`src/rtl/mem_access_unit.sv`:
```
// rtl/mem_access_unit.sv - MEM-stage load/store responder on a req/ack data-memory bus
module mem_access_unit #(
    parameter int TIMEOUT = 16,
    parameter int CNT_W   = 8
) (
    input  logic        clk_i,
    input  logic        rst_i,
    input  logic [15:0] mem_data1_i,
    input  logic [15:0] mem_aluResult_i,
    input  logic [2:0]  mem_reg3_i,
    input  logic        mem_resultOrMem_i,
    input  logic        mem_memRead_i,
    input  logic        mem_memWrite_i,
    input  logic        mem_regWrite_i,
    input  logic [5:0]  stall_i,
    output logic        dm_req_o,
    output logic        dm_we_o,
    output logic [15:0] dm_addr_o,
    output logic [15:0] dm_wdata_o,
    input  logic        dm_ack_i,
    input  logic [15:0] dm_rdata_i,
    output logic        stallreq_o,
    output logic [15:0] wb_data_o,
    output logic [2:0]  wb_reg3_o,
    output logic        wb_regWrite_o,
    output logic        err_o
);

    typedef enum logic [1:0] {
        S_IDLE = 2'd0,
        S_WAIT = 2'd1,
        S_DONE = 2'd2
    } state_t;

    state_t             r_state;
    state_t             w_next;
    logic [CNT_W-1:0]   r_cnt;
    logic [15:0]        r_rdata;
    logic               w_mem_op;
    logic               w_timeout;
    logic               w_unused_stall;

    assign w_mem_op       = mem_memRead_i | mem_memWrite_i;
    assign w_timeout      = (r_cnt == CNT_W'(TIMEOUT - 1));
    assign w_unused_stall = ^{stall_i[5:4], stall_i[2:0]};

    always_comb begin
        w_next     = r_state;
        stallreq_o = 1'b0;
        case (r_state)
            S_IDLE: begin
                if (w_mem_op) begin
                    w_next     = S_WAIT;
                    stallreq_o = 1'b1;
                end
            end
            S_WAIT: begin
                stallreq_o = 1'b1;
                if (dm_ack_i || w_timeout) begin
                    w_next = S_DONE;
                end
            end
            S_DONE: begin
                // Holding here while MEM is stalled keeps the access from being re-issued.
                if (!stall_i[3]) begin
                    w_next = S_IDLE;
                end
            end
            default: w_next = S_IDLE;
        endcase
    end

    always_ff @(posedge clk_i or negedge rst_i) begin
        if (!rst_i) begin
            r_state    <= S_IDLE;
            r_cnt      <= '0;
            r_rdata    <= 16'h0000;
            dm_req_o   <= 1'b0;
            dm_we_o    <= 1'b0;
            dm_addr_o  <= 16'h0000;
            dm_wdata_o <= 16'h0000;
            err_o      <= 1'b0;
        end else begin
            r_state <= w_next;
            err_o   <= 1'b0;
            case (r_state)
                S_IDLE: begin
                    if (w_mem_op) begin
                        dm_req_o   <= 1'b1;
                        dm_we_o    <= mem_memWrite_i;
                        dm_addr_o  <= mem_aluResult_i;
                        dm_wdata_o <= mem_data1_i;
                        r_cnt      <= '0;
                        // Read and write together is executed as a write and flagged.
                        err_o      <= mem_memRead_i & mem_memWrite_i;
                    end
                end
                S_WAIT: begin
                    if (dm_ack_i) begin
                        if (!dm_we_o) begin
                            r_rdata <= dm_rdata_i;
                        end
                        dm_req_o <= 1'b0;
                    end else if (w_timeout) begin
                        dm_req_o <= 1'b0;
                        r_rdata  <= 16'h0000;
                        err_o    <= 1'b1;
                    end else begin
                        r_cnt <= r_cnt + 1'b1;
                    end
                end
                default: ;
            endcase
        end
    end

    assign wb_data_o     = mem_resultOrMem_i ? r_rdata : mem_aluResult_i;
    assign wb_reg3_o     = mem_reg3_i;
    assign wb_regWrite_o = mem_regWrite_i & ~stallreq_o;

endmodule

```
`config.mk`:
```
export PLATFORM = sky130hd
export DESIGN_NAME = mem_access_unit
export DESIGN_NICKNAME = d
export VERILOG_FILES = /design/src/rtl/mem_access_unit.sv
export SDC_FILE = /design/constraint.sdc
export NUM_CORES = 1
export LEC_CHECK = 0
export ABC_AREA = 1
export ABC_CLOCK_PERIOD_IN_PS = 3010
export BUFFER_PORTS_ARGS = -buffer_cell sky130_fd_sc_hd__buf_2
export CORE_ASPECT_RATIO = 0.8
export CORE_MARGIN = 5
export CORE_UTILIZATION = 51
export DETAILED_ROUTE_END_ITERATION = 12
export PLACE_DENSITY = 0.95
export SLEW_MARGIN = 20
export SYNTH_ARGS = -nofsm -noshare
export SYNTH_HDL_FRONTEND = slang
export SYNTH_SLANG_ARGS = --single-unit
export TNS_END_PERCENT = 50
```
`constraint.sdc`:
```
create_clock -name clk_i -period 3.01 [get_ports clk_i]
set_input_delay 0.4515 -clock clk_i [delete_from_list [all_inputs] [get_ports clk_i]]
set_output_delay 0.4515 -clock clk_i [all_outputs]
set_load 0.01 [all_outputs]
```
==> impl_metrics.py <==
metrics = {
    "outcome": {
        "status": "complete, no violations",
    },
    "place": {
        "routabilityCongestion": 0.943,
        "dp_cells": 501,
        "placed_area_um2": 3370,
        "dpl.hpwl_um": 5180,
        "port_buffers": 108,
        "pre_cts_ws_ps": 1180,
    },
    "yosys": {
        "synth_top_area_share_pct": 54.1,
        "synth-edff-count": 0,
        "yosysUniqueCellTypes": 25,
        "syn-cell-area_um2": 2820,
        "synthTopCellsByArea": "dfrtp_1, nand2_1, o21ai_0",
        "syn_avg_cell_area_um2": 8.23,
        "synthArstFlopShare_pct": 100,
        "syn-num-nets": 408,
        "synth_area_leader_cell": "dfrtp_1",
        "yosysWarningCount": 0,
        "ys_seq_area_share_pct": 54.1,
        "postSynthCellCount": 343,
        "synth_ff_type": "dfrtp_1",
        "ys_ff_latch": 61,
    },
    "global_routing": {
        "grt_pass1_wl_um": 11800,
        "globalRoute.totalOverflow": 0,
        "grt_pass1_vias": 2557,
        "grt_max_degree": 35,
        "grt_util_all_layers_pct": 21.1,
        "antenna_found_initial": 0,
    },
    "route": {
        "detail_route.iter0.violations": 200,
        "drt_first_pass_iters": 5,
        "drtAntennaViolNets": 0,
        "drc": 0,
        "totalWireLength_um": 7020,
        "drt-vias-per-instance": 4.95,
        "via_count": 2560,
        "routedWlPerCell_um": 13.6,
    },
    "clock_network": {
        "path_clk_slew_ps": 70,
        "clock_sinks": 61,
        "htree_levels": 3,
        "clockBufferDepth": 2,
        "cts_tree": "yes",
        "insertion_delay_ps": 340,
        "cts_resized": 0,
        "numCtsBuffers": 9,
        "cts_hold_buf": 0,
        "cts_setup_buffers": 0,
        "cts_root_buf": "clkbuf_8",
    },
    "critical_path": {
        "worst-endpoint-arrival_ps": 1630,
        "crit_type": "register to output pin",
        "reg2reg_from": "r_state[1]",
        "required_ps": 2560,
        "path_max_fanout": 21,
        "startpoint": "r_state[1]",
        "end_kind": "output pin",
        "start_kind": "register",
    },
    "finish": {
        "area_growth_pct": 27.8,
        "final_util_pct": 66.8,
        "nets": 512,
        "n_fill_cell": 456,
        "final_common_cell": "nand2_1",
        "most-common-layout-cells": "nand2_1, buf_2, dfrtp_1",
        "antenna_cells": 0,
        "drive_gt1_share_pct": 31.0,
        "fin_area_um2": 3610,
        "final_cells": 517,
    },
    "timing": {
        "grt_setup_unrepaired": "no",
        "max_freq_ghz": 0.479,
        "worst_pin_slew_ps": 602,
        "hold_viol_final": 0,
        "period_minus_slack_ps": 2090,
        "fin_skew_ps": 5.88,
        "setup_tns_ps": 0,
        "setup_viol": 0,
        "slew_headroom_pct": 59.9,
        "finalWorstSetupSlack_ps": 924,
        "period_share_pct": 69.3,
        "slew_viol_final": 0,
    },
    "power_and_ir_drop": {
        "sw_frac_of_total_pct": 37.7,
        "max-vdd-ir-drop_uv": 602,
        "comb_power_share_pct": 36.6,
        "clkPwrFrac_pct": 24.8,
        "p_sw_w": 0.00133,
        "p_seq_share_pct": 38.6,
        "p_leak_nw": 2.05,
        "p_int_w": 0.00220,
        "powerDensity_nw_per_um2": 979,
    },
    "die": {
        "die_w_um": 93.2,
        "core.rowCount": 24,
        "core-area_um2": 5410,
        "dieArea_um2": 7130,
        "ios": 120,
        "start_util_pct": 52.2,
        "chipHeight_um": 76.6,
    },
    "min_path": {
        "hold_path_class": "primary input to asynchronous set/reset pin",
    },
    "job": {
        "cap_violations": 0,
    },
}
## per-layer routing
layer | vias up | GRT usage (%) | part of all wire [%]
met2 | 113 | 32.4 | 46
met3 | 4 | 8.98 | 10
li1 | 1298 | - | -
met4 | 0 | 5.27 | 0.66
met5 | - | 0 | 0
met1 | 1145 | 27.4 | 44
## cell usage after synthesis, types with 4 or more instances
cell type and number:
dfrtp_1 61, nand3_1 9, inv_1 28, nor2_2 4
nand4_1 18, nand2_1 144, clkbuf_1 7, buf_4 4
buf_2 5, nand2_2 4, o21ai_0 34, nor2_1 9
## path summary, 6_finish.rpt
check                      slack [ps]              to  cells past startpoint
max reg2reg                      1300        r_cnt[5]                      6
min                               120   dm_wdata_o[0]                      1
max                               920   wb_regWrite_o                      5
min reg2reg                       480     r_rdata[15]                      2
max in group asynchronous        2040        r_cnt[5]                      2
min in group clk_i                310  dm_wdata_o[11]                      3
## worst max-delay path, cell delays in order (launching register included)
cell	delay [ps]
dfrtp_1	430
nor2_4	440
inv_1	150
nand2_1	120
nor2_1	40
buf_2	130
## power groups by stage
stage | sequential [W] | combinational [W] | clock, W
3_5_place_dp | 0.00137 | 0.00131 | 0
6_report | 0.00137 | 0.00129 | 0.000876
4_1_cts | 0.00136 | 0.00131 | 0.000898
5_1_grt | 0.00141 | 0.00147 | 0.000934
2_1_floorplan | 0.00146 | 0.000716 | 0
3_3_place_gp | 0.00136 | 0.00126 | 0
## flip-flops by register name, indices dropped and copies added (netlist names)
name and count:
dm_addr_o 16, dm_wdata_o 16, r_rdata 16, r_cnt 8, r_state 2, dm_req_o 1
dm_we_o 1, err_o 1
## logic make-up (layout without fill, tap and decap cells)
| group | Yosys count | count (layout) | synth area share, % |
|---|---|---|---|
| AND/OR/NAND/NOR | 195 | 195 | 30.4 |
| flip-flops | 61 | 61 | 54.1 |
| buffers and inverters | 48 | 157 | 7.75 |
| AO/OA/AOI/OAI | 38 | 38 | 7.35 |
| adder cells (fa/ha/maj) | 1 | 1 | 0.443 |
## through the flow
step	hold WS [ps]	power, W
after floorplan	156	0.00217
after global placement	455	0.00261
after detailed placement	461	0.00268
after CTS	121	0.00357
after global routing	175	0.00381
final	121	0.00353
## cell type report
cell class | instances | area, um^2 | share of cell area (%)
clock buffer | 12 | 145 | 4.02
clock inverter | 4 | 95.1 | 2.63
sequential | 61 | 1530 | 42.3
timing repair buffer | 111 | 563 | 15.6
inverter | 30 | 113 | 3.12
multi-input combinational | 234 | 1090 | 30.1
tap | 65 | 81.3 | 2.25
Power figures use the tool's default switching activity.
